### src/rtl/matrix_applications_if.sv
// Bundle of the start strobe and the three units' data/handshake signals.
// master : the surrounding system (drives start, operands and *_valid_in)
// slave  : matrix_applications (drives results, *_valid, *_done, filt_ready)
interface matrix_applications_if #(
   parameter int P          = 3,
   parameter int DATA_WIDTH = 8
);
   localparam int W2   = 2 * DATA_WIDTH;
   localparam int BA_W = (P > 1) ? $clog2(P) : 1;

   logic                         start;
   // neural
   logic [1:0]                   act_type;
   logic signed [DATA_WIDTH-1:0] bias_in;
   logic                         bias_wen;
   logic [BA_W-1:0]              bias_addr;
   logic signed [W2-1:0]         nn_result;
   logic                         nn_valid_in;
   logic [W2-1:0]                nn_out;
   logic                         nn_valid;
   logic                         nn_done;
   // filter
   logic signed [DATA_WIDTH-1:0] kernel_in;
   logic [3:0]                   kernel_addr;
   logic                         kernel_wen;
   logic [DATA_WIDTH-1:0]        pixel_in;
   logic                         pixel_valid;
   logic [9*DATA_WIDTH-1:0]      filt_window;
   logic                         filt_ready;
   logic signed [W2-1:0]         filt_result;
   logic                         filt_valid_in;
   logic [W2-1:0]                filt_out;
   logic                         filt_valid;
   logic                         filt_done;
   // transform
   logic [DATA_WIDTH-1:0]        x_in;
   logic [DATA_WIDTH-1:0]        y_in;
   logic [1:0]                   tr_type;
   logic [DATA_WIDTH-1:0]        param1;
   logic [DATA_WIDTH-1:0]        param2;
   logic signed [W2-1:0]         tr_result;
   logic                         tr_valid_in;
   logic signed [DATA_WIDTH-1:0] x_out;
   logic signed [DATA_WIDTH-1:0] y_out;
   logic [W2-1:0]                combined_out;
   logic                         tr_valid;
   logic                         tr_done;

   modport master (
      output start, act_type, bias_in, bias_wen, bias_addr, nn_result, nn_valid_in,
             kernel_in, kernel_addr, kernel_wen, pixel_in, pixel_valid,
             filt_result, filt_valid_in,
             x_in, y_in, tr_type, param1, param2, tr_result, tr_valid_in,
      input  nn_out, nn_valid, nn_done, filt_window, filt_ready, filt_out,
             filt_valid, filt_done, x_out, y_out, combined_out, tr_valid, tr_done
   );

   modport slave (
      input  start, act_type, bias_in, bias_wen, bias_addr, nn_result, nn_valid_in,
             kernel_in, kernel_addr, kernel_wen, pixel_in, pixel_valid,
             filt_result, filt_valid_in,
             x_in, y_in, tr_type, param1, param2, tr_result, tr_valid_in,
      output nn_out, nn_valid, nn_done, filt_window, filt_ready, filt_out,
             filt_valid, filt_done, x_out, y_out, combined_out, tr_valid, tr_done
   );
endinterface

### src/rtl/matrix_applications.sv
// Post-processing for a matrix engine: three independent units armed by a
// shared start pulse.
//   neural    : bias add (column-indexed) + activation on nn_result words
//   filter    : 3x3 pixel window via two line buffers, |filt_result| clipped to 255
//   transform : captures two tr_result words as saturated (x', y') coordinates
// Ports: clk, rst (async, active-high), bus (matrix_applications_if.slave).
module matrix_applications #(
   parameter int M          = 3,
   parameter int P          = 3,
   parameter int DATA_WIDTH = 8,
   parameter int IMG_W      = 3
)(
   input  logic                 clk,
   input  logic                 rst,
   matrix_applications_if.slave bus
);
   localparam int W2   = 2 * DATA_WIDTH;
   localparam int BA_W = (P > 1) ? $clog2(P) : 1;
   localparam int EL_W = $clog2(M * P + 1);
   localparam int THR  = 2 * IMG_W + 3;
   localparam int PC_W = $clog2(THR + 1);
   localparam logic [EL_W-1:0]      LAST_EL  = EL_W'(M * P - 1);
   localparam logic [BA_W-1:0]      LAST_COL = BA_W'(P - 1);
   localparam logic [PC_W-1:0]      PIX_THR  = PC_W'(THR);
   localparam logic signed [W2-1:0] SMAX     = (W2'(1) <<< (DATA_WIDTH - 1)) - W2'(1);
   localparam logic signed [W2-1:0] SMIN     = ~SMAX;

   typedef enum logic {U_IDLE, U_RUN} unit_e;
   typedef enum logic [1:0] {T_IDLE, T_X, T_Y, T_OUT} tr_e;

   function automatic logic signed [DATA_WIDTH-1:0] sat_dw(input logic signed [W2-1:0] v);
      if (v > SMAX)      return SMAX[DATA_WIDTH-1:0];
      else if (v < SMIN) return SMIN[DATA_WIDTH-1:0];
      else               return v[DATA_WIDTH-1:0];
   endfunction

   function automatic logic signed [W2-1:0] sext(input logic signed [DATA_WIDTH-1:0] v);
      return {{DATA_WIDTH{v[DATA_WIDTH-1]}}, v};
   endfunction

   function automatic logic signed [W2-1:0] activate(input logic signed [W2-1:0] s,
                                                     input logic [1:0] t);
      case (t)
         2'b00:   return (s < 0) ? '0 : s;
         2'b01:   return s;
         2'b10:   return (s < 0) ? (s >>> 3) : s;
         default: return sext(sat_dw(s));
      endcase
   endfunction

   // Widened by one bit so |most-negative| does not overflow before clipping.
   function automatic logic [W2-1:0] abs_sat(input logic signed [W2-1:0] v);
      logic signed [W2:0] e;
      e = (W2+1)'(v);
      if (e < 0) e = -e;
      if (e > 255) return W2'(255);
      return e[W2-1:0];
   endfunction

   // ---------------- neural unit ----------------
   unit_e                        nn_state_q, nn_state_d;
   logic [EL_W-1:0]              nn_elem_q;
   logic [BA_W-1:0]              nn_col_q;
   logic signed [DATA_WIDTH-1:0] bias_q [P];
   logic [W2-1:0]                nn_out_q;
   logic                         nn_vld_q;
   logic                         nn_acc;

   always_ff @(posedge clk or posedge rst) begin
      if (rst) nn_state_q <= U_IDLE;
      else     nn_state_q <= nn_state_d;
   end

   always_comb begin
      nn_state_d = nn_state_q;
      if (bus.start)                          nn_state_d = U_RUN;
      else if (nn_acc && nn_elem_q == LAST_EL) nn_state_d = U_IDLE;
   end

   always_comb begin
      nn_acc = (nn_state_q == U_RUN) && bus.nn_valid_in && !bus.start;
   end

   always_ff @(posedge clk or posedge rst) begin
      if (rst) begin
         nn_elem_q <= '0;
         nn_col_q  <= '0;
         nn_out_q  <= '0;
         nn_vld_q  <= 1'b0;
         for (int i = 0; i < P; i++) bias_q[i] <= '0;
      end else begin
         nn_vld_q <= nn_acc;
         if (bus.start) begin
            nn_elem_q <= '0;
            nn_col_q  <= '0;
         end else if (nn_acc) begin
            nn_elem_q <= nn_elem_q + 1'b1;
            nn_col_q  <= (nn_col_q == LAST_COL) ? '0 : nn_col_q + 1'b1;
            nn_out_q  <= activate(bus.nn_result + sext(bias_q[nn_col_q]), bus.act_type);
         end
         // Out-of-range addresses (when P is not a power of two) are dropped.
         if (bus.bias_wen && ({1'b0, bus.bias_addr} < (BA_W+1)'(P)))
            bias_q[bus.bias_addr] <= bus.bias_in;
      end
   end

   assign bus.nn_out   = nn_out_q;
   assign bus.nn_valid = nn_vld_q;
   assign bus.nn_done  = nn_vld_q;

   // ---------------- filter unit ----------------
   unit_e                        f_state_q, f_state_d;
   logic [PC_W-1:0]              pix_cnt_q;
   logic [DATA_WIDTH-1:0]        lb0_q [IMG_W];
   logic [DATA_WIDTH-1:0]        lb1_q [IMG_W];
   // win_q[r*3+c]: row 0 is oldest line, column 2 is newest pixel of its row.
   logic [DATA_WIDTH-1:0]        win_q [9];
   logic signed [DATA_WIDTH-1:0] kernel_q [9];
   logic [W2-1:0]                filt_out_q;
   logic                         filt_vld_q;
   logic                         f_shift, f_acc, f_ready;

   always_ff @(posedge clk or posedge rst) begin
      if (rst) f_state_q <= U_IDLE;
      else     f_state_q <= f_state_d;
   end

   always_comb begin
      f_state_d = f_state_q;
      if (bus.start) f_state_d = U_RUN;
   end

   always_comb begin
      f_ready = (f_state_q == U_RUN) && (pix_cnt_q == PIX_THR);
      f_shift = (f_state_q == U_RUN) && bus.pixel_valid && !bus.start;
      f_acc   = f_ready && bus.filt_valid_in && !bus.start;
   end

   always_ff @(posedge clk or posedge rst) begin
      if (rst) begin
         pix_cnt_q  <= '0;
         filt_out_q <= '0;
         filt_vld_q <= 1'b0;
         for (int i = 0; i < IMG_W; i++) begin
            lb0_q[i] <= '0;
            lb1_q[i] <= '0;
         end
         for (int i = 0; i < 9; i++) begin
            win_q[i]    <= '0;
            kernel_q[i] <= '0;
         end
      end else begin
         filt_vld_q <= f_acc;
         if (bus.start) pix_cnt_q <= '0;
         else if (f_shift && pix_cnt_q != PIX_THR) pix_cnt_q <= pix_cnt_q + 1'b1;
         if (f_shift) begin
            lb0_q[0] <= bus.pixel_in;
            lb1_q[0] <= lb0_q[IMG_W-1];
            for (int i = 1; i < IMG_W; i++) begin
               lb0_q[i] <= lb0_q[i-1];
               lb1_q[i] <= lb1_q[i-1];
            end
            win_q[8] <= bus.pixel_in;
            win_q[5] <= lb0_q[IMG_W-1];
            win_q[2] <= lb1_q[IMG_W-1];
            for (int r = 0; r < 3; r++) begin
               win_q[r*3+1] <= win_q[r*3+2];
               win_q[r*3]   <= win_q[r*3+1];
            end
         end
         if (f_acc) filt_out_q <= abs_sat(bus.filt_result);
         if (bus.kernel_wen && bus.kernel_addr <= 4'd8)
            kernel_q[bus.kernel_addr] <= bus.kernel_in;
      end
   end

   always_comb begin
      bus.filt_window = '0;
      for (int i = 0; i < 9; i++) bus.filt_window[(8-i)*DATA_WIDTH +: DATA_WIDTH] = win_q[i];
   end

   assign bus.filt_ready = f_ready;
   assign bus.filt_out   = filt_out_q;
   assign bus.filt_valid = filt_vld_q;
   assign bus.filt_done  = filt_vld_q;

   // ---------------- transform unit ----------------
   tr_e                          t_state_q, t_state_d;
   logic signed [DATA_WIDTH-1:0] x_cap_q, y_cap_q, x_out_q, y_out_q;
   logic [DATA_WIDTH-1:0]        st_x_q, st_y_q, st_p1_q, st_p2_q;
   logic [1:0]                   st_type_q;
   logic                         tr_vld_q;
   logic                         t_cap_x, t_cap_y, t_emit;

   always_ff @(posedge clk or posedge rst) begin
      if (rst) t_state_q <= T_IDLE;
      else     t_state_q <= t_state_d;
   end

   always_comb begin
      t_state_d = t_state_q;
      if (bus.start) t_state_d = T_X;
      else begin
         case (t_state_q)
            T_X:     if (bus.tr_valid_in) t_state_d = T_Y;
            T_Y:     if (bus.tr_valid_in) t_state_d = T_OUT;
            T_OUT:   t_state_d = T_IDLE;
            default: t_state_d = T_IDLE;
         endcase
      end
   end

   always_comb begin
      t_cap_x = (t_state_q == T_X) && bus.tr_valid_in && !bus.start;
      t_cap_y = (t_state_q == T_Y) && bus.tr_valid_in && !bus.start;
      t_emit  = (t_state_q == T_OUT) && !bus.start;
   end

   always_ff @(posedge clk or posedge rst) begin
      if (rst) begin
         x_cap_q   <= '0;
         y_cap_q   <= '0;
         x_out_q   <= '0;
         y_out_q   <= '0;
         tr_vld_q  <= 1'b0;
         st_x_q    <= '0;
         st_y_q    <= '0;
         st_p1_q   <= '0;
         st_p2_q   <= '0;
         st_type_q <= '0;
      end else begin
         tr_vld_q <= t_emit;
         if (t_cap_x) x_cap_q <= sat_dw(bus.tr_result);
         if (t_cap_y) y_cap_q <= sat_dw(bus.tr_result);
         if (t_emit) begin
            x_out_q <= x_cap_q;
            y_out_q <= y_cap_q;
         end
         // Status snapshot only; the arithmetic never reads these.
         if (bus.start) begin
            st_x_q    <= bus.x_in;
            st_y_q    <= bus.y_in;
            st_p1_q   <= bus.param1;
            st_p2_q   <= bus.param2;
            st_type_q <= bus.tr_type;
         end
      end
   end

   assign bus.x_out        = x_out_q;
   assign bus.y_out        = y_out_q;
   assign bus.combined_out = {x_out_q, y_out_q};
   assign bus.tr_valid     = tr_vld_q;
   assign bus.tr_done      = tr_vld_q;
endmodule

### src/flat_wrapper.sv
// flat-port wrapper written by rule: the top's interface ports become plain ports
module matrix_applications_flat 
#(
   parameter int M          = 3,
   parameter int P          = 3,
   parameter int DATA_WIDTH = 8,
   parameter int IMG_W      = 3
)
  (clk, rst, bus_start, bus_act_type, bus_bias_in, bus_bias_wen, bus_bias_addr, bus_nn_result, bus_nn_valid_in, bus_kernel_in, bus_kernel_addr, bus_kernel_wen, bus_pixel_in, bus_pixel_valid, bus_filt_result, bus_filt_valid_in, bus_x_in, bus_y_in, bus_tr_type, bus_param1, bus_param2, bus_tr_result, bus_tr_valid_in, bus_nn_out, bus_nn_valid, bus_nn_done, bus_filt_window, bus_filt_ready, bus_filt_out, bus_filt_valid, bus_filt_done, bus_x_out, bus_y_out, bus_combined_out, bus_tr_valid, bus_tr_done);
  matrix_applications_if #(.P(P), .DATA_WIDTH(DATA_WIDTH)) bus_i ();
  input  logic clk;
  input  logic rst;
  input wire logic [$bits(bus_i.start)-1:0] bus_start;
  input wire logic [$bits(bus_i.act_type)-1:0] bus_act_type;
  input wire logic [$bits(bus_i.bias_in)-1:0] bus_bias_in;
  input wire logic [$bits(bus_i.bias_wen)-1:0] bus_bias_wen;
  input wire logic [$bits(bus_i.bias_addr)-1:0] bus_bias_addr;
  input wire logic [$bits(bus_i.nn_result)-1:0] bus_nn_result;
  input wire logic [$bits(bus_i.nn_valid_in)-1:0] bus_nn_valid_in;
  input wire logic [$bits(bus_i.kernel_in)-1:0] bus_kernel_in;
  input wire logic [$bits(bus_i.kernel_addr)-1:0] bus_kernel_addr;
  input wire logic [$bits(bus_i.kernel_wen)-1:0] bus_kernel_wen;
  input wire logic [$bits(bus_i.pixel_in)-1:0] bus_pixel_in;
  input wire logic [$bits(bus_i.pixel_valid)-1:0] bus_pixel_valid;
  input wire logic [$bits(bus_i.filt_result)-1:0] bus_filt_result;
  input wire logic [$bits(bus_i.filt_valid_in)-1:0] bus_filt_valid_in;
  input wire logic [$bits(bus_i.x_in)-1:0] bus_x_in;
  input wire logic [$bits(bus_i.y_in)-1:0] bus_y_in;
  input wire logic [$bits(bus_i.tr_type)-1:0] bus_tr_type;
  input wire logic [$bits(bus_i.param1)-1:0] bus_param1;
  input wire logic [$bits(bus_i.param2)-1:0] bus_param2;
  input wire logic [$bits(bus_i.tr_result)-1:0] bus_tr_result;
  input wire logic [$bits(bus_i.tr_valid_in)-1:0] bus_tr_valid_in;
  output wire logic [$bits(bus_i.nn_out)-1:0] bus_nn_out;
  output wire logic [$bits(bus_i.nn_valid)-1:0] bus_nn_valid;
  output wire logic [$bits(bus_i.nn_done)-1:0] bus_nn_done;
  output wire logic [$bits(bus_i.filt_window)-1:0] bus_filt_window;
  output wire logic [$bits(bus_i.filt_ready)-1:0] bus_filt_ready;
  output wire logic [$bits(bus_i.filt_out)-1:0] bus_filt_out;
  output wire logic [$bits(bus_i.filt_valid)-1:0] bus_filt_valid;
  output wire logic [$bits(bus_i.filt_done)-1:0] bus_filt_done;
  output wire logic [$bits(bus_i.x_out)-1:0] bus_x_out;
  output wire logic [$bits(bus_i.y_out)-1:0] bus_y_out;
  output wire logic [$bits(bus_i.combined_out)-1:0] bus_combined_out;
  output wire logic [$bits(bus_i.tr_valid)-1:0] bus_tr_valid;
  output wire logic [$bits(bus_i.tr_done)-1:0] bus_tr_done;
  assign bus_i.start = bus_start;
  assign bus_i.act_type = bus_act_type;
  assign bus_i.bias_in = bus_bias_in;
  assign bus_i.bias_wen = bus_bias_wen;
  assign bus_i.bias_addr = bus_bias_addr;
  assign bus_i.nn_result = bus_nn_result;
  assign bus_i.nn_valid_in = bus_nn_valid_in;
  assign bus_i.kernel_in = bus_kernel_in;
  assign bus_i.kernel_addr = bus_kernel_addr;
  assign bus_i.kernel_wen = bus_kernel_wen;
  assign bus_i.pixel_in = bus_pixel_in;
  assign bus_i.pixel_valid = bus_pixel_valid;
  assign bus_i.filt_result = bus_filt_result;
  assign bus_i.filt_valid_in = bus_filt_valid_in;
  assign bus_i.x_in = bus_x_in;
  assign bus_i.y_in = bus_y_in;
  assign bus_i.tr_type = bus_tr_type;
  assign bus_i.param1 = bus_param1;
  assign bus_i.param2 = bus_param2;
  assign bus_i.tr_result = bus_tr_result;
  assign bus_i.tr_valid_in = bus_tr_valid_in;
  assign bus_nn_out = bus_i.nn_out;
  assign bus_nn_valid = bus_i.nn_valid;
  assign bus_nn_done = bus_i.nn_done;
  assign bus_filt_window = bus_i.filt_window;
  assign bus_filt_ready = bus_i.filt_ready;
  assign bus_filt_out = bus_i.filt_out;
  assign bus_filt_valid = bus_i.filt_valid;
  assign bus_filt_done = bus_i.filt_done;
  assign bus_x_out = bus_i.x_out;
  assign bus_y_out = bus_i.y_out;
  assign bus_combined_out = bus_i.combined_out;
  assign bus_tr_valid = bus_i.tr_valid;
  assign bus_tr_done = bus_i.tr_done;
  matrix_applications #(.M(M), .P(P), .DATA_WIDTH(DATA_WIDTH), .IMG_W(IMG_W)) u_core (.clk(clk), .rst(rst), .bus(bus_i));
endmodule
### config.mk
export PLATFORM = sky130hd
export DESIGN_NAME = matrix_applications_flat
export DESIGN_NICKNAME = d
export VERILOG_FILES = /design/src/rtl/matrix_applications_if.sv /design/src/rtl/matrix_applications.sv /design/src/flat_wrapper.sv
export SDC_FILE = /design/constraint.sdc
export NUM_CORES = 1
export LEC_CHECK = 0
export ABC_AREA = 1
export BUFFER_PORTS_ARGS = -buffer_cell sky130_fd_sc_hd__clkbuf_2
export CAP_MARGIN = 25
export CORE_MARGIN = 5
export CORE_UTILIZATION = 35
export DETAILED_ROUTE_END_ITERATION = 6
export SETUP_SLACK_MARGIN = 0.1
export SLEW_MARGIN = 20
export SYNTH_ARGS = -nofsm -noshare
export SYNTH_HDL_FRONTEND = slang
export SYNTH_SLANG_ARGS = --single-unit
### constraint.sdc
create_clock -name clk -period 5.4 [get_ports clk]
set_input_delay 0.54 -clock clk [delete_from_list [all_inputs] [get_ports clk]]
set_output_delay 0.54 -clock clk [all_outputs]
set_load 0.005 [all_outputs]
==> metrics.md, run 1 <==
| Metric | Value |
|---|---|
| Worst hold slack | 0.3171 ns |
| Commonest cells after routing, fill and taps aside | 381 x nand2_1, 218 x clkbuf_2, 177 x dfrtp_1, 158 x inv_1, 121 x o21ai_0 |
| Post-synthesis cell type count | 40 |
| WL per Instance | 13.22 um |
| Tcrit/Tclk final | 59.45% |
| Setup bufs post-CTS | 0 |
| Crit path launch type | flip-flop |
| Max-slew headroom | about a third |
| Hold WC Path Type | input port to flip-flop |
| Post-synth EDFFs | 0 |
| I/O Buffers | 218 |
| IO Count | between 200 and 300 |
| Final WL | 22,230 um |
| Clk slew on worst S/H paths | 0.08 ns |
| Total CTS buffers | 17 |
| Hold depth | 3 |
| Overflow after GRT | 0 |
| R2R Path Start | u_core.nn_col_q[1] |
| Met1 Track Usage GR | 21.58% |
| Layout net count | 1,485 |
| Ys async rst share | 100.0% |
| Grt met3 use | roughly 3.3% |
| Drt first-iter violations | 428 |
| Fin util | 43.31% |
| Initial antenna violation count | 1 |
| Num rows | 58 |
| Critical path class | flip-flop to flip-flop |
| Die Footprint | a little under 30,000 sq um |
| Synthesis Warnings | 0 |
| Worst-Margin Slew | 0.9755 ns |
| CTS H-tree depth | 4 |
| Final setup margin | 2.189 ns |
| Top cell by count, worst path | nand2_1 |
| Layout area overhead | 22.00% |
| Place WS | roughly 2.2 ns |
| Yosys reg bits | 177 |
| Critical-path maximum fanout | 10 |
| Drt first pass iters | 5 |
| Vias | about 7,600 |
| Synthesized area | 8940 sq um |
| Worst Setup End Kind | flip-flop |
| Worst path cell trace | nor2_2 > nand2_2 > nand3_4 > ha_1 > nand2_1 > inv_1 > a21oi_1 > nor2_1 > nor2_1 > nand2_1 > nand2_1 > nand2_4 > nand2_8 > nand2_1 > inv_1 > nand2_1 > nand4_1 > nand2_1 > inv_1 |
| Share of cells above drive strength 1 | 21.17% |
| CTS Buffer Depth | 2 |
| Clk Latency, worst-skew pair | 0.43 ns |
| Syn_area_per_cell | 7.808 sq um |
| R2R Path End | u_core.bus.nn_out[8] |
| Hold path startpoint | bus_pixel_in[1] |
| Core area | 25,180 sq um |
| Post-route ant nets | 0 |
| Worst Skew | 0.01470 ns |
| RePlAce Congestion | 0.8627 |
| CTS sink cnt | 177 |
| Die X | 169.8 um |
| Lkg Pwr | 6.033 nW |
| Highest-delay cell along the critical path | dfrtp_1 |
| GR peak layer | met2 |
| PwrDens | about 400 nW/um^2 |
| Worst stage delay on the critical path | 0.44 ns |
| # setup viols final | 0 |
| Vias in the first global route | approximately 7,200 |
| Post-CTS Hold Buffers | 0 |
| Tmin final | 3.211 ns |
| Cells after Synth | 1,145 |
| Setup TNS | 0 ns |
| Most common cell after layout, fill and taps aside | nand2_1 |
| Initial core utilization | 35.50% |
| Post-CTS Resized | 0 |
| Hold Path Sink | u_core.lb0_q[17] |
| Overall routing resource usage | between 15 and 20% |
| Worst Setup SP | u_core.nn_col_q[1] |
| Fin. max-slew vios | 0 |
| Status | finished clean |
| Die Ht | 169.8 um |
| Hold Vio Cnt, Final | 0 |
| Largest net degree at the start of global routing | 178 |
| Commonest register cell after synthesis | dfrtp_1 |
| Vias per Instance | between 4 and 5 |
| RSZ-0062 raised after global routing | false |
| Fmax | 311.5 MHz |
| Worst EP arrival | 3.58 ns |
| R2r worst-path depth | 19 |
| Critical Path RT | 5.77 ns |
| Clock root buffer master | clkbuf_16 |
| Syn nets | 1,292 |
| CTS tree | done |
| Slack of the worst reg-to-reg path | 2.19 ns |
| Worst VDD drop | 0.0002057 V |
| Global-route wire length before repair | 36,530 um |
| # Max-Cap Violations | 0 |
| DP HPWL | approximately 16,000 um |
| Sequential share of the synthesized area | 49.55% |
| Grt met2 use | about a quarter |
| DRC viols | 0 |
-- through the flow --
stage          instance area, sq um  power (mW)  cells
3_3_place_gp                  10240       2.989   1649
6_report                      10910       4.345   1682
2_1_floorplan                  8944       2.564   1145
4_1_cts                       10900       4.411   1681
5_1_grt                       10910       4.663   1682
3_5_place_dp                  10240       3.013   1649
-- flip-flops by register name (all words and copies together) (netlist names), 4 cells and up --
register                count
u_core.bus.nn_out          16
u_core.lb0_q               24
u_core.bus.x_out            8
u_core.lb1_q               24
u_core.nn_elem_q            4
u_core.y_cap_q              8
u_core.pix_cnt_q            4
u_core.bus.filt_out        16
u_core.bias_q              24
u_core.bus.y_out            8
u_core.x_cap_q              8
u_core.bus.filt_window     24
-- power breakdown --
group / switching, mW / internal [mW]
Sequential: 0.179 / 1.61
Combinational: 0.711 / 0.473
Clock: 0.612 / 0.762
Total: 1.50 / 2.84
-- area by class of cell --
| type | instances | area, sq um |
|---|---|---|
| fillers | 2588 | 14270 |
| multi-input cells | 758 | 3655 |
| repair buffers | 222 | 1134 |
| diodes | 1 | 2.502 |
| flip-flops and latches | 177 | 4429 |
| clock buffers | 17 | 425.4 |
| clock inverters | 15 | 236.5 |
| inverters | 162 | 611.8 |
| well taps | 330 | 412.9 |
-- routing by layer --
layer,vias to the layer above,wire length (um)
met5,-,0
met4,0,415
met3,21,1197
met2,168,10270
met1,3497,10350
li1,3946,-
-- cells by family after synthesis --
group	count (synthesis)	synth area share, %
and+or+nand+nor	554	26.10
buffers and inverters	210	9.657
adders and majority gates	24	3.443
xor gates and xnor gates	19	2.029
DFF	177	49.55
AOI/OAI and AO/OA	161	9.223
-- synthesized netlist by cell type, types with 2 or more instances --
| library cell | n | area [sq um] |
|---|---|---|
| nand2_1 | 381 | 1430 |
| dfrtp_1 | 177 | 4429 |
| inv_1 | 159 | 596.8 |
| o21ai_0 | 121 | 605.6 |
| nor2_1 | 68 | 255.2 |
| nand3_1 | 56 | 280.3 |
| a21oi_1 | 30 | 150.1 |
| ha_1 | 23 | 287.8 |
| clkbuf_1 | 22 | 82.58 |
| buf_4 | 19 | 142.6 |
| xor2_1 | 14 | 122.6 |
| nand4_1 | 12 | 75.07 |
| or2_2 | 11 | 68.82 |
| nor3_1 | 6 | 30.03 |
| buf_1 | 4 | 15.01 |
| a31oi_1 | 3 | 18.77 |
| buf_2 | 3 | 15.01 |
| inv_2 | 3 | 11.26 |
| nor4_1 | 3 | 18.77 |
| xnor2_1 | 3 | 26.28 |
| and2_1 | 2 | 12.51 |
| nand2_2 | 2 | 12.51 |
| nand3b_1 | 2 | 15.01 |
| nor2_4 | 2 | 22.52 |
| nor3_2 | 2 | 20.02 |
| o21ai_1 | 2 | 10.01 |
| xor2_2 | 2 | 32.53 |
-- critical path: cells and delay by family, from the launching register on --
family,cells,cell delay (ns)
fa+ha+maj,1,0.34
simple gates,14,1.90
compound gates,1,0.26
flops,1,0.44
buf+inv,3,0.21
-- worst max-delay path by stage --
stage	depth (start not counted)	slack [ns]	end
2_1_floorplan	1	2.59	u_core.bias_q[0]
3_3_place_gp	15	2.24	u_core.bus.nn_out[5]
3_5_place_dp	19	2.20	u_core.bus.nn_out[8]
4_1_cts	15	2.19	u_core.bus.nn_out[5]
5_1_grt	17	1.78	u_core.bus.nn_out[3]
6_report	19	2.19	u_core.bus.nn_out[8]
Note: power is estimated with default switching activity, not from simulation.
==> run 2: changes to the inputs <==
==> constraint.sdc (replaced) <==
create_clock -name clk -period 3 [get_ports clk]
set_input_delay 0.3 -clock clk [delete_from_list [all_inputs] [get_ports clk]]
set_output_delay 0.3 -clock clk [all_outputs]
set_load 0.005 [all_outputs]
==> run 2 against run 1 <==
  * Non-clock buffer count up 33
  * Critical path depth increased by 1
  * Wire length up 4.3%
  * Count of clock-buffer cells in the layout unchanged
  * Global-route usage grew 0.45 points
  * Sequential cell count did not move
  * Sequential share of layout area fell by 2.0 points
  * Core utilization rose by 2.3 points
==> metrics.md, run 2 (synthesis results as in run 1) <==
| Metric | Value |
|---|---|
| Status | finished clean (unchanged) |
| RSZ-0062 raised after global routing | false (unchanged) |
| Finished Layout Cells | 1,713 (was 1,682) |
| Drt first-iter violations | 449 (was 428) |
| Tmin final | 2.741 ns (was 3.211 ns) |
| Post-route design area | 11,480 sq um (was 10,910 sq um) |
| Lkg Pwr | 6.230 nW (was 6.033 nW) |
| Worst hold slack | 0.08176 ns (was 0.3171 ns) |
| Fmax | 364.8 MHz (was 311.5 MHz) |
| Critical-path maximum fanout | 5 (was 10) |
| Overflow after GRT | 0 (unchanged) |
| Share of cells above drive strength 1 | 27.62% (was 21.17%) |
| Vias per Instance | 4.569 (was 4.537) |
| Worst EP arrival | 3.08 ns (was 3.58 ns) |
| CTS sink cnt | 177 (unchanged) |
| Global-route wire length before repair | 37,450 um (was 36,530 um) |
| Hold WC Path Type | input port to flip-flop (unchanged) |
| Critical Path RT | 3.34 ns (was 5.77 ns) |
| CTS H-tree depth | 4 (unchanged) |
| CTS Buffer Depth | 2 (unchanged) |
| Largest net degree at the start of global routing | 73 (was 178) |
| Vias in the first global route | 7,390 (was 7,150) |
| Clock root buffer master | clkbuf_16 (unchanged) |
| Die Footprint | 28,840 sq um (unchanged) |
| Die Ht | 169.8 um (unchanged) |
| Worst Skew | 0.01386 ns (was 0.01470 ns) |
| Most common cell after layout, fill and taps aside | nand2_1 (unchanged) |
| Layout area overhead | 28.45% (was 22.00%) |
| Post-route ant nets | 0 (unchanged) |
| Worst-Margin Slew | 0.9040 ns (was 0.9755 ns) |
| Die X | 169.8 um (unchanged) |
| Tcrit/Tclk final | 91.37% (was 59.45%) |
| # setup viols final | 0 (unchanged) |
| Post-Place Cell Area | 10,340 sq um (was 10,240 sq um) |
| Final setup margin | 0.2590 ns (was 2.189 ns) |
| DRC viols | 0 (unchanged) |
| Worst Setup End Kind | flip-flop (unchanged) |
| Total CTS buffers | 17 (unchanged) |
| Max-slew headroom | 39.59% (was 34.96%) |
| WL per Instance | 13.53 um (was 13.22 um) |
| Commonest cells after routing, fill and taps aside | 362 x nand2_1, 218 x clkbuf_2, 175 x dfrtp_1, 155 x inv_1, 121 x o21ai_0 (was 381 x nand2_1, 218 x clkbuf_2, 177 x dfrtp_1, 158 x inv_1, 121 x o21ai_0) |
| IO Count | 266 (unchanged) |
| Initial core utilization | 35.50% (unchanged) |
| Fin. max-slew vios | 0 (unchanged) |
| PwrDens | 702.2 nW/um^2 (was 398.4 nW/um^2) |
| RePlAce Congestion | 0.8795 (was 0.8627) |
| Crit path launch type | flip-flop (unchanged) |
| Final WL | 23,180 um (was 22,230 um) |
| Initial antenna violation count | 0 (was 1) |
| Hold Vio Cnt, Final | 0 (unchanged) |
| Placed instance count | 1,660 (was 1,649) |
| Overall routing resource usage | 15.84% (was 15.39%) |
| I/O Buffers | 218 (unchanged) |
| DP HPWL | 16,770 um (was 16,210 um) |
| Worst VDD drop | 0.0003659 V (was 0.0002057 V) |
| Ant diodes | 0 (was 1) |
| Vias | 7,827 (was 7,632) |
| Drt first pass iters | 5 (unchanged) |
| Design Power | 8.064 mW (was 4.345 mW) |
| Critical path class | flip-flop to flip-flop (unchanged) |
| Clk slew on worst S/H paths | 0.08 ns (about the same) |
| Layout net count | 1,518 (was 1,485) |
| Core area | 25,180 sq um (unchanged) |
| CTS tree | done (unchanged) |
| Clk Latency, worst-skew pair | 0.42 ns (was 0.43 ns) |
| Num rows | 58 (unchanged) |
| # Max-Cap Violations | 0 (unchanged) |
| Place WS | -0.001439 ns (was 2.204 ns) |
## run 2: repair_timing
| action | 4_1_cts | 5_1_grt |
|---|---|---|
| buffers inserted | 4 | 17 |
| setup endpoints to repair | 15 | 15 |
| hold buffers | 1 | 0 |
| pin swaps | 2 | 29 |
| resized for setup | 8 | 70 |
| hold endpoints to repair | 10 | 0 |
## run 2: routing by layer
metal | vias to the layer above | GRT usage, % | part of all wire (%)
li1 | 4021 | - | -
met5 | - | 0 | 0
met2 | 191 | 25.76 | 47
met4 | 0 | 3.640 | 1.5
met3 | 19 | 2.950 | 4.8
met1 | 3596 | 22.12 | 47
## run 2: layout make-up
cell class / count / area, sq um
Sequential cell: 177 / 4432
Clock buffer: 17 / 425.4
Fill cell: 2497 / 13700
Clock inverter: 14 / 197.7
Inverter: 162 / 611.8
Tap cell: 330 / 412.9
Multi-Input combinational cell: 758 / 3991
Timing Repair Buffer: 255 / 1413
## run 2: worst paths after layout
path	startpoint	to	slack [ns]	cells past startpoint
setup / recovery	u_core.nn_col_q[1]	u_core.bus.nn_out[1]	0.26	20
hold / removal	bus_pixel_in[7]	u_core.lb0_q[23]	0.08	3
setup reg to reg	u_core.nn_col_q[1]	u_core.bus.nn_out[1]	0.26	20
hold reg to reg	u_core.bus.filt_window[70]	u_core.bus.filt_window[70]	0.49	2
max in group asynchronous	rst	u_core.nn_col_q[1]	1.60	4
min in group asynchronous	rst	u_core.bus.filt_out[7]	0.55	3
## run 2: critical path, stage by stage, from the launching register on
cell	delay, ns
dfrtp_2	0.45
inv_2	0.09
nor2_4	0.05
nand2_1	0.07
nand3_2	0.12
ha_4	0.19
fa_2	0.37
nand2_2	0.10
nand2_1	0.08
nand3_2	0.10
nand2_4	0.07
nand2_2	0.06
nand3_1	0.08
nand2_2	0.11
nand2_1	0.06
nor2_1	0.10
nand2_1	0.07
a21oi_2	0.17
buf_4	0.16
nand2_1	0.05
a21oi_1	0.12
## run 2: power breakdown
part           total (mW)  internal, mW  switching [mW]  leakage (nW)
clock                2.36          1.28            1.08         0.297
sequential           3.23          2.89           0.334          2.21
combinational        2.48          1.07            1.41          3.73
## run 2: metrics by stage
step | utilization, % | TNS, ns
2_1_floorplan | - | 0
3_3_place_gp | 41.05 | 0
3_5_place_dp | 41.05 | -0.001746
4_1_cts | 43.81 | 0
5_1_grt | 45.60 | 0
6_report | 45.60 | 0
==> run 3: changes to the inputs <==
==> constraint.sdc (replaced) <==
create_clock -name clk -period 3.2 [get_ports clk]
set_input_delay 0.32 -clock clk [delete_from_list [all_inputs] [get_ports clk]]
set_output_delay 0.32 -clock clk [all_outputs]
set_load 0.005 [all_outputs]
==> run 3 against run 2 <==
  * Clock power down 9.3%
  * Via count decreased by 2.0%
  * Setup slack improved by 0.075 ns
  * Maximum frequency decreased by 4.4%
  * Wire length is 4.0% lower
  * Combinational power decreased by 16%
  * Non-clock buffer count fell by 18
  * Sequential cell count unchanged
  * Final area down 3.3%
  * Die area did not move
  * Sequential power is 6.5% lower
==> metrics.md, run 3 (synthesis results as in run 1) <==
| Metric | Value |
|---|---|
| Status | finished clean (unchanged) |
| Layout area overhead | 24.20% (was 28.45%) |
| DRC viols | 0 (unchanged) |
| Sw Share | 35.06% (was 34.99%) |
| Tcrit/Tclk final | 89.56% (was 91.37%) |
| Clk Latency, worst-skew pair | 0.42 ns (about the same) |
| Clock share of power | 29.6% (was 29.3%) |
| Psw | 2.538 mW (was 2.822 mW) |
| Power Internal | 4.700 mW (was 5.243 mW) |
| Die X | 169.8 um (unchanged) |
| I/O Buffers | 218 (unchanged) |
| DP HPWL | 16,580 um (was 16,770 um) |
| Crit path buf inv count | 3 (was 2) |
| Clock root buffer master | clkbuf_16 (unchanged) |
| Fmax | 348.9 MHz (was 364.8 MHz) |
| Total CTS buffers | 17 (unchanged) |
| Layout net count | 1,500 (was 1,518) |
| Die Ht | 169.8 um (unchanged) |
| Critical-path maximum fanout | 9 (was 5) |
| Global-route wire length before repair | 36,260 um (was 37,450 um) |
| Initial core utilization | 35.50% (unchanged) |
| Tmin final | 2.866 ns (was 2.741 ns) |
| Worst VDD drop | 0.0003244 V (was 0.0003659 V) |
| IO Count | 266 (unchanged) |
| CTS H-tree depth | 4 (unchanged) |
| Ant diodes | 0 (unchanged) |
| Worst EP arrival | 3.23 ns (was 3.08 ns) |
| Vias in the first global route | 7,299 (was 7,390) |
| Setup TNS | 0 ns (unchanged) |
| CP top delay family | simple AND/OR/NAND/NOR gates (unchanged) |
| Top cell by count, worst path | nand2_1 (unchanged) |
| Final WL | 22,260 um (was 23,180 um) |
| Largest net degree at the start of global routing | 104 (was 73) |
| Post-route design area | 11,100 sq um (was 11,480 sq um) |
| Core area | 25,180 sq um (unchanged) |
| Worst-Margin Slew | 0.8393 ns (was 0.9040 ns) |
| # setup viols final | 0 (unchanged) |
| Num rows | 58 (unchanged) |
| CTS sink cnt | 177 (unchanged) |
| PwrDens | 651.9 nW/um^2 (was 702.2 nW/um^2) |
| Die Footprint | 28,840 sq um (unchanged) |
| # Max-Cap Violations | 0 (unchanged) |
| WL per Instance | 13.12 um (was 13.53 um) |
| Drt first pass iters | 5 (unchanged) |
| Hold Vio Cnt, Final | 0 (unchanged) |
| CTS tree | done (unchanged) |
| Post-route ant nets | 0 (unchanged) |
| Fin util | 44.09% (was 45.60%) |
| Sequential power share | 41.7% (was 40.0%) |
| Commonest cells after routing, fill and taps aside | 379 x nand2_1, 218 x clkbuf_2, 175 x dfrtp_1, 158 x inv_1, 121 x o21ai_0 (was 362 x nand2_1, 218 x clkbuf_2, 175 x dfrtp_1, 155 x inv_1, 121 x o21ai_0) |
| Worst Setup End Kind | flip-flop (unchanged) |
| Critical Path RT | 3.56 ns (was 3.34 ns) |
| Post-Place Cell Area | 10,290 sq um (was 10,340 sq um) |
| Most common cell after layout, fill and taps aside | nand2_1 (unchanged) |
| Comb pwr share | 28.8% (was 30.7%) |
| Worst path cell trace | nor2_4 > nand2_2 > nand3_4 > ha_2 > nand2_1 > inv_1 > a21oi_2 > nor2_1 > nor2_2 > nand2_1 > nand2_1 > nand2_4 > nand2_8 > nand2_1 > inv_1 > nand2_1 > nand4_1 > nand2_1 > inv_1 (was inv_2 > nor2_4 > nand2_1 > nand3_2 > ha_4 > fa_2 > nand2_2 > nand2_1 > nand3_2 > nand2_4 > nand2_2 > nand3_1 > nand2_2 > nand2_1 > nor2_1 > nand2_1 > a21oi_2 > buf_4 > nand2_1 > a21oi_1) |
| Crit path launch type | flip-flop (unchanged) |
| Drt first-iter violations | 451 (was 449) |
| RePlAce Congestion | 0.8603 (was 0.8795) |
| Clk slew on worst S/H paths | 0.08 ns (about the same) |
| Worst stage delay on the critical path | 0.45 ns (about the same) |
| Vias | 7,667 (was 7,827) |
| Overall routing resource usage | 15.28% (was 15.84%) |
| Share of cells above drive strength 1 | 23.50% (was 27.62%) |
| Highest-delay cell along the critical path | dfrtp_2 (unchanged) |
| Overflow after GRT | 0 (unchanged) |
| Fin. max-slew vios | 0 (unchanged) |
| Initial antenna violation count | 0 (unchanged) |
| Vias per Instance | 4.521 (was 4.569) |
| Critical path class | flip-flop to flip-flop (unchanged) |
| RSZ-0062 raised after global routing | true (was false) |
| Worst Skew | 0.01344 ns (was 0.01386 ns) |
| Hold WC Path Type | input port to flip-flop (unchanged) |
| CTS Buffer Depth | 2 (unchanged) |
| Lkg Pwr | 6.091 nW (was 6.230 nW) |
| Max-slew headroom | 43.84% (was 39.59%) |
[run 3: changes by cell type in the layout (fill, tap and decap cells not counted), moves of 8 or more]
cell	previous run	this run
nand2_1	362	379
buf_4	32	16
nand2_2	20	4
nand3_1	43	53
nand3_2	14	4
ha_4	12	4
[run 3: power by group through the flow]
| stage | combinational (mW) | sequential, mW | clock (mW) |
|---|---|---|---|
| after floorplan | 1.29 | 3.04 | 0 |
| after detailed placement | 2.03 | 3.06 | 0 |
| after CTS | 2.05 | 3.02 | 2.22 |
| final | 2.08 | 3.02 | 2.14 |
| after global placement | 2.01 | 3.05 | 0 |
| after global routing | 2.40 | 3.08 | 2.31 |
[run 3: area by class of cell]
class | instances | area (sq um)
Inverter | 162 | 611.8
Sequential cell | 177 | 4432
Fill cell | 2565 | 14080
Clock buffer | 17 | 425.4
Timing Repair Buffer | 237 | 1261
Clock inverter | 15 | 195.2
Multi-Input combinational cell | 758 | 3765
Tap cell | 330 | 412.9
[run 3: per-layer routing]
metal | GRT usage, % | part of all wire (%) | up-vias
met5 | 0 | 0 | -
met4 | 4.585 | 2.0 | 0
met3 | 2.648 | 4.9 | 21
met2 | 24.82 | 46 | 170
met1 | 21.03 | 47 | 3502
li1 | - | - | 3974
[run 3: through the flow]
stage | power [mW] | hold WS, ns | setup slack [ns] | std cells
after CTS | 7.291 | 0.08156 | 0.1471 | 1687
after global placement | 5.056 | 0.2416 | 0.1679 | 1654
after floorplan | 4.327 | 0.4296 | 0.5569 | 1145
after detailed placement | 5.096 | 0.2457 | 0.05762 | 1654
after global routing | 7.790 | 0.1067 | 0.06773 | 1696
final | 7.238 | 0.1023 | 0.3339 | 1696
[run 3: worst paths after layout]
check | start | end | slack (ns) | cells after the start
max | u_core.nn_col_q[0] | u_core.bus.nn_out[9] | 0.33 | 19
min | bus_pixel_in[4] | u_core.lb0_q[20] | 0.10 | 3
max reg2reg | u_core.nn_col_q[0] | u_core.bus.nn_out[9] | 0.33 | 19
min reg2reg | u_core.bus.filt_window[70] | u_core.bus.filt_window[70] | 0.49 | 2
min in group asynchronous | rst | u_core.bus.filt_out[7] | 0.36 | 3
max in group asynchronous | rst | u_core.y_cap_q[5] | 2.04 | 4
[run 3: what timing repair did]
item,in CTS,in global routing
setup buffers,0,9
hold buffers,1,0
gates resized for setup,4,22
pin swaps,0,5
hold endpoints to repair,4,0
setup endpoints to repair,12,15
[run 3: tightest hold or removal path, delay by kind of cell]
kind	cells	cell delay, ns
buf+inv	1	0.07
compound gates	1	0.05
simple gates	1	0.04
